--- src/rtl/pacman_move_ctrl.sv ---
// -----------------------------------------------------------------------------
// pacman_move_ctrl
//   Tile-based movement controller for a Pac-Man style sprite. A one-hot
//   button request is remembered as a pending direction. On each movement
//   tick the sprite either steps STEP pixels along its current direction or,
//   when it sits exactly on a tile centre, first consults the wall map
//   (pending direction first, then current direction) before moving.
//
// Ports
//   clk        in   sole clock, rising edge
//   reset      in   synchronous active-high reset
//   move_tick  in   single-cycle movement strobe (ignored while busy)
//   btn_dir    in   [3]=left [2]=up [1]=right [0]=down, one-hot request
//   wall_row   out  wall-map lookup row (neighbour tile)
//   wall_col   out  wall-map lookup column (neighbour tile)
//   wall_hit   in   wall flag for the tile currently addressed
//   xpos/ypos  out  sprite centre in pixels
//   cur_dir    out  current one-hot direction, 0000 = stopped
//   busy       out  high whenever the FSM is not in IDLE
//
// SF/2 must be a multiple of STEP, otherwise the sprite could step over a
// tile centre and never be seen as aligned.
// -----------------------------------------------------------------------------
module pacman_move_ctrl #(
  parameter int SF      = 60,
  parameter int S_X     = 150,
  parameter int S_Y     = 34,
  parameter int COLS    = 8,
  parameter int ROWS    = 7,
  parameter int STEP    = 2,
  parameter int START_X = 180,
  parameter int START_Y = 64
) (
  input  logic       clk,
  input  logic       reset,
  input  logic       move_tick,
  input  logic [3:0] btn_dir,
  output logic [7:0] wall_row,
  output logic [7:0] wall_col,
  input  logic       wall_hit,
  output logic [9:0] xpos,
  output logic [9:0] ypos,
  output logic [3:0] cur_dir,
  output logic       busy
);

  localparam logic [9:0] SF_L    = 10'(SF);
  localparam logic [9:0] HALF_L  = 10'(SF / 2);
  localparam logic [9:0] SX_L    = 10'(S_X);
  localparam logic [9:0] SY_L    = 10'(S_Y);
  localparam logic [9:0] COLS_L  = 10'(COLS);
  localparam logic [9:0] ROWS_L  = 10'(ROWS);
  localparam logic [9:0] STEP_L  = 10'(STEP);
  localparam logic [9:0] STX_L   = 10'(START_X);
  localparam logic [9:0] STY_L   = 10'(START_Y);

  // Elaboration-time guard against a step size that can skip tile centres.
  if (((SF / 2) % STEP) != 0) begin : g_step_check
    $error("pacman_move_ctrl: SF/2 must be a multiple of STEP");
  end

  typedef enum logic [2:0] {
    IDLE     = 3'd0,
    LOOKUP_P = 3'd1,
    DECIDE_P = 3'd2,
    LOOKUP_C = 3'd3,
    DECIDE_C = 3'd4,
    MOVE     = 3'd5
  } state_t;

  state_t     state_r;
  logic [3:0] pend_dir_r;
  logic       tick_r;
  logic       oob_r;

  logic [9:0] dx_s;
  logic [9:0] dy_s;
  logic [9:0] tile_col_s;
  logic [9:0] tile_row_s;
  logic       aligned_s;
  logic       btn_onehot_s;
  logic [3:0] look_dir_s;
  logic [7:0] nb_row_s;
  logic [7:0] nb_col_s;
  logic       nb_oob_s;
  logic       wall_now_s;

  // Left<->right and up<->down are the bit pairs {3,1} and {2,0}.
  function automatic logic [3:0] opposite_dir(input logic [3:0] d);
    return {d[1:0], d[3:2]};
  endfunction

  // Tile coordinates and centre alignment of the current position.
  always_comb begin
    dx_s         = xpos - SX_L;
    dy_s         = ypos - SY_L;
    tile_col_s   = dx_s / SF_L;
    tile_row_s   = dy_s / SF_L;
    aligned_s    = ((dx_s % SF_L) == HALF_L) && ((dy_s % SF_L) == HALF_L);
    btn_onehot_s = (btn_dir != 4'd0) && ((btn_dir & (btn_dir - 4'd1)) == 4'd0);
    wall_now_s   = oob_r | wall_hit;
  end

  // Direction being looked up: pending in LOOKUP_P, current otherwise.
  always_comb begin
    if (state_r == LOOKUP_P) begin
      look_dir_s = pend_dir_r;
    end else begin
      look_dir_s = cur_dir;
    end
  end

  // Neighbour tile in look_dir_s; off-maze neighbours are flagged so the
  // decision treats them as walls regardless of wall_hit.
  always_comb begin
    nb_row_s = tile_row_s[7:0];
    nb_col_s = tile_col_s[7:0];
    nb_oob_s = 1'b0;
    case (look_dir_s)
      4'b1000: begin
        nb_col_s = tile_col_s[7:0] - 8'd1;
        nb_oob_s = (tile_col_s == 10'd0);
      end
      4'b0100: begin
        nb_row_s = tile_row_s[7:0] - 8'd1;
        nb_oob_s = (tile_row_s == 10'd0);
      end
      4'b0010: begin
        nb_col_s = tile_col_s[7:0] + 8'd1;
        nb_oob_s = (tile_col_s >= (COLS_L - 10'd1));
      end
      4'b0001: begin
        nb_row_s = tile_row_s[7:0] + 8'd1;
        nb_oob_s = (tile_row_s >= (ROWS_L - 10'd1));
      end
      default: begin
        nb_oob_s = 1'b1;
      end
    endcase
  end

  // Movement FSM with registered outputs and pending-direction latch.
  always_ff @(posedge clk) begin
    if (reset) begin
      state_r    <= IDLE;
      pend_dir_r <= 4'd0;
      tick_r     <= 1'b0;
      oob_r      <= 1'b0;
      wall_row   <= 8'd0;
      wall_col   <= 8'd0;
      xpos       <= STX_L;
      ypos       <= STY_L;
      cur_dir    <= 4'd0;
      busy       <= 1'b0;
    end else begin
      // Ticks are only captured in IDLE, so ticks during a sequence vanish.
      tick_r <= move_tick && (state_r == IDLE);

      case (state_r)
        IDLE: begin
          if (tick_r) begin
            if (aligned_s) begin
              if (pend_dir_r != 4'd0) begin
                state_r <= LOOKUP_P;
                busy    <= 1'b1;
              end else if (cur_dir != 4'd0) begin
                state_r <= LOOKUP_C;
                busy    <= 1'b1;
              end else begin
                state_r <= IDLE;
                busy    <= 1'b0;
              end
            end else begin
              // Between tile centres only an immediate reversal is allowed.
              if ((cur_dir != 4'd0) && (pend_dir_r == opposite_dir(cur_dir))) begin
                cur_dir    <= pend_dir_r;
                pend_dir_r <= 4'd0;
              end
              state_r <= MOVE;
              busy    <= 1'b1;
            end
          end
        end

        LOOKUP_P, LOOKUP_C: begin
          wall_row <= nb_row_s;
          wall_col <= nb_col_s;
          oob_r    <= nb_oob_s;
          state_r  <= (state_r == LOOKUP_P) ? DECIDE_P : DECIDE_C;
          busy     <= 1'b1;
        end

        DECIDE_P: begin
          if (!wall_now_s) begin
            cur_dir    <= pend_dir_r;
            pend_dir_r <= 4'd0;
            state_r    <= MOVE;
            busy       <= 1'b1;
          end else if (cur_dir != 4'd0) begin
            state_r <= LOOKUP_C;
            busy    <= 1'b1;
          end else begin
            state_r <= IDLE;
            busy    <= 1'b0;
          end
        end

        DECIDE_C: begin
          if (!wall_now_s) begin
            state_r <= MOVE;
            busy    <= 1'b1;
          end else begin
            cur_dir <= 4'd0;
            state_r <= IDLE;
            busy    <= 1'b0;
          end
        end

        MOVE: begin
          case (cur_dir)
            4'b1000: xpos <= xpos - STEP_L;
            4'b0100: ypos <= ypos - STEP_L;
            4'b0010: xpos <= xpos + STEP_L;
            4'b0001: ypos <= ypos + STEP_L;
            default: xpos <= xpos;
          endcase
          state_r <= IDLE;
          busy    <= 1'b0;
        end

        default: begin
          state_r <= IDLE;
          busy    <= 1'b0;
        end
      endcase

      // A fresh one-hot request overrides any clear done by the FSM above.
      if (btn_onehot_s) begin
        pend_dir_r <= btn_dir;
      end
    end
  end

endmodule

--- config.mk ---
export PLATFORM = sky130hd
export DESIGN_NAME = pacman_move_ctrl
export DESIGN_NICKNAME = d
export VERILOG_FILES = /design/src/rtl/pacman_move_ctrl.sv
export SDC_FILE = /design/constraint.sdc
export NUM_CORES = 1
export LEC_CHECK = 0
export ABC_AREA = 0
export BUFFER_PORTS_ARGS = -buffer_cell sky130_fd_sc_hd__buf_2
export CORE_MARGIN = 3
export CORE_UTILIZATION = 44
export DETAILED_ROUTE_END_ITERATION = 12
export PLACE_DENSITY = 0.68
export SYNTH_ARGS = -nofsm -noshare
export SYNTH_HDL_FRONTEND = slang
export SYNTH_SLANG_ARGS = --single-unit
--- constraint.sdc ---
create_clock -name clk -period 5.45 [get_ports clk]
set_input_delay 0 -clock clk [delete_from_list [all_inputs] [get_ports clk]]
set_output_delay 0 -clock clk [all_outputs]
set_load 0.1 [all_outputs]
==> run metrics <==
Fin. Hold Viols=0; share of cells above drive strength 1=11.8%; top cell type's share of synthesized area=18.2%; number of global-route vias before repair=5038; crit path kind=reg2reg; Hold EP=pend_dir_r[0]; Clk pin slew, worst setup/hold paths=70 ps; Setup TNS Final=0 ps; P per Cell Area=153 mW/mm^2; DRT Wirelength=13800 um; Die Ht=116 um; initial antenna violation count=0; worst reg2reg path endpoint=wall_row[6]; endpoints failing setup=0; Clock Power Share=45.7%; Max FO, Critical Path=13; R2R Setup Slk=390 ps; Post-Syn Instances=712; Leak Pwr=2.31 nW; required time of the critical path=5660 ps; TritonCTS Buffers=5; Final Skew=2.74 ps; status=finished, final reports clean; Reg-to-Reg Start=ypos[1]; Post-synth top flop=dfxtp_1; crit path launch type=register; WP data arrival=5280 ps; FMAX=197 MHz; largest net degree at the start of global routing=46; Max transition margin=40.3%; Ys Warns=0; Via Count=5330; DR DRC count=0; largest cells by area after synthesis=dfxtp_1, ha_1, nor2_1; Hold Path Class=in2reg; Yosys cell types=88; EDFF count, synth=0; routability cong.=0.918; worst hold stages=3; ys async rst share=0%; routed vias/inst=6.13; Die ar.=0.0133 sq mm; Max Slew Vio Count=0; # Post-CTS Setup Buffers=0; global-route wire length before repair=23600 um; drt wl/cell=15.8 um; CTS tree=done; nets=768; Antenna Cells=0; Post-DP HPWL=10300 um; area leader, netlist=dfxtp_1; Max-Cap Viols=0; Net Sw Power=0.000226 W; sequential power share=42.4%; Pre-antenna DRT Iters=5; Setup crit end kind=register; Iter 0 DRT Violations=468; # rows=39; PortBufs=46; Filler cells=1109; sequential fraction of the synthesis area=18.2%; maximum vdd ir drop=0.0955 mV; Synth Area per Inst=7.41 sq um; CTS HTree Levels=2; internal power=0.000647 W; I/O pin count=49; clk buf depth=2; remaining antenna violation count=0; final hold slack=40.5 ps; FF+latch count, synth=48; clock sinks=48; CTS root buf=clkbuf_16; RSZ-0062 raised after global routing=no; Worst Max-Slew Pin Slew=896 ps; Initial Util=45.6%; Gate power share=11.9%; synthesized area=0.00528 sq mm; HP Start=btn_dir[0]; GRT overflow=0; Clock Latency Late Sink=290 ps; core area=0.0116 sq mm; die width=116 um; Layout area overhead=8.39%; crit path time final=5060 ps; GR Util All Layers=21.1%; worst reg2reg path depth=19; switching share of power=25.9%; crit share post-route=92.9%
## critical path, cell delays in order, from the launching register on
cell and delay (ps):
dfxtp_1 430, inv_1 180, ha_1 320, or3b_1 530, a211oi_4 340, o22ai_1 180
o21ai_0 380, o21ai_0 290, a311o_1 360, a21oi_2 180, o311a_1 300, inv_1 110
fa_1 430, a21o_1 180, a21o_1 200, a21oi_1 180, nand2_1 70, o21ai_0 70
nand2_1 90, a21oi_1 150
## cell usage after synthesis (all sizes together), types with 4 or more instances
master  instances
o31ai           4
or3            13
o22ai           9
nor3b           6
nor3           18
or4             5
a311oi          4
o21bai          7
nand3b          4
nand2b          8
nor4b           7
o21ai          47
xor2           19
o31a            5
nor4           10
nand2          66
fa              4
nor2b           6
inv            27
buf            15
o211ai         16
a22oi           4
o21a           12
a21o           14
nand3          14
dfxtp          48
a211o          11
a32oi           4
nand4           5
mux2i           7
xnor2          23
or2             7
ha             30
and3            4
and2            8
a21oi          55
a211oi         15
nor2           75
clkbuf         31
## sequential cells by signal, indices dropped and copies added, names as in the netlist
name        count
pend_dir_r      4
tick_r          1
xpos            9
busy            1
wall_row        8
cur_dir         4
wall_col        8
oob_r           1
ypos            9
state_r         3
## metrics by stage
stage | total power (W) | util [%] | instance area (sq um) | instances | setup WS, ps
6_report | 0.000873 | 49.5 | 5720 | 869 | 386
5_1_grt | 0.000905 | 49.5 | 5720 | 869 | 0.627
4_1_cts | 0.000882 | 49.4 | 5720 | 869 | 472
3_5_place_dp | 0.000480 | 47.5 | 5490 | 858 | 509
3_3_place_gp | 0.000478 | 47.5 | 5490 | 858 | 744
2_1_floorplan | 0.000462 | - | 5280 | 713 | 259
## worst max path at each step
stage	slack (ps)	depth (start not counted)	from	endpoint
after floorplan	260	20	xpos[2]	wall_col[6]
after global placement	740	18	xpos[2]	wall_col[6]
after detailed placement	510	19	ypos[1]	wall_row[6]
after CTS	470	19	ypos[1]	wall_row[6]
after global routing	0.6	19	ypos[1]	wall_row[6]
final	390	19	ypos[1]	wall_row[6]
## power groups by stage
stage               Sequential [W]  Clock [W]  Combinational, W
floorplan                 0.000406          0         0.0000567
global placement          0.000377          0          0.000101
detailed placement        0.000378          0          0.000102
CTS                       0.000370   0.000408          0.000105
global route              0.000371   0.000420          0.000114
finish                    0.000370   0.000399          0.000104
## logic make-up after synthesis
logic type      after synthesis  share of synthesized area [%]
compound gates              237                           31.6
buf+inv                      73                           6.00
flops                        48                           18.2
simple gates                266                           26.1
other cells                   1                         0.0710
fa+ha+maj                    34                           8.63
xor+xnor                     43                           7.40
mux                          10                           1.97
## placed cells by master (no fill, tap or decap), types with 8 or more instances in the layout
| master | synthesis | final |
|---|---|---|
| a211o_1 | 11 | 11 |
| and2_1 | 8 | 8 |
| xor2_1 | 19 | 19 |
| nor3_1 | 17 | 17 |
| ha_1 | 30 | 30 |
| nor4_1 | 9 | 9 |
| a21oi_1 | 53 | 53 |
| dfxtp_1 | 48 | 48 |
| nand3_1 | 13 | 13 |
| a21o_1 | 14 | 14 |
| xnor2_1 | 23 | 23 |
| inv_1 | 26 | 26 |
| o211ai_1 | 16 | 16 |
| nand2b_1 | 8 | 8 |
| o21a_1 | 12 | 12 |
| or3_1 | 12 | 12 |
| buf_2 | 7 | 46 |
| o21ai_0 | 43 | 43 |
| o22ai_1 | 8 | 8 |
| nand2_1 | 66 | 66 |
| nor2_1 | 75 | 75 |
| a211oi_1 | 12 | 12 |
## cell type report
cell class,count,area (sq um),area share [%]
Clock inverter,2,60.1,1.05
Tap cell,143,179,3.13
Timing Repair Buffer,52,285,4.99
Multi-Input combinational cell,592,4010,70.1
Sequential cell,48,961,16.8
Clock buffer,5,125,2.19
Inverter,27,101,1.77
## what timing repair did
item	in CTS	in global routing
endpoints found under the hold margin	4	0
resized for setup	0	1
setup endpoints to repair	0	1
hold buffers	4	0
## metal layers
layer	vias to the layer above	GRT usage, %	part of all wire, %
met2	160	36.4	47
met1	2501	28.0	47
li1	2656	-	-
met5	-	0	0
met3	13	2.98	4.9
met4	0	5.01	0.94
Note: power is estimated with default switching activity, not from simulation.
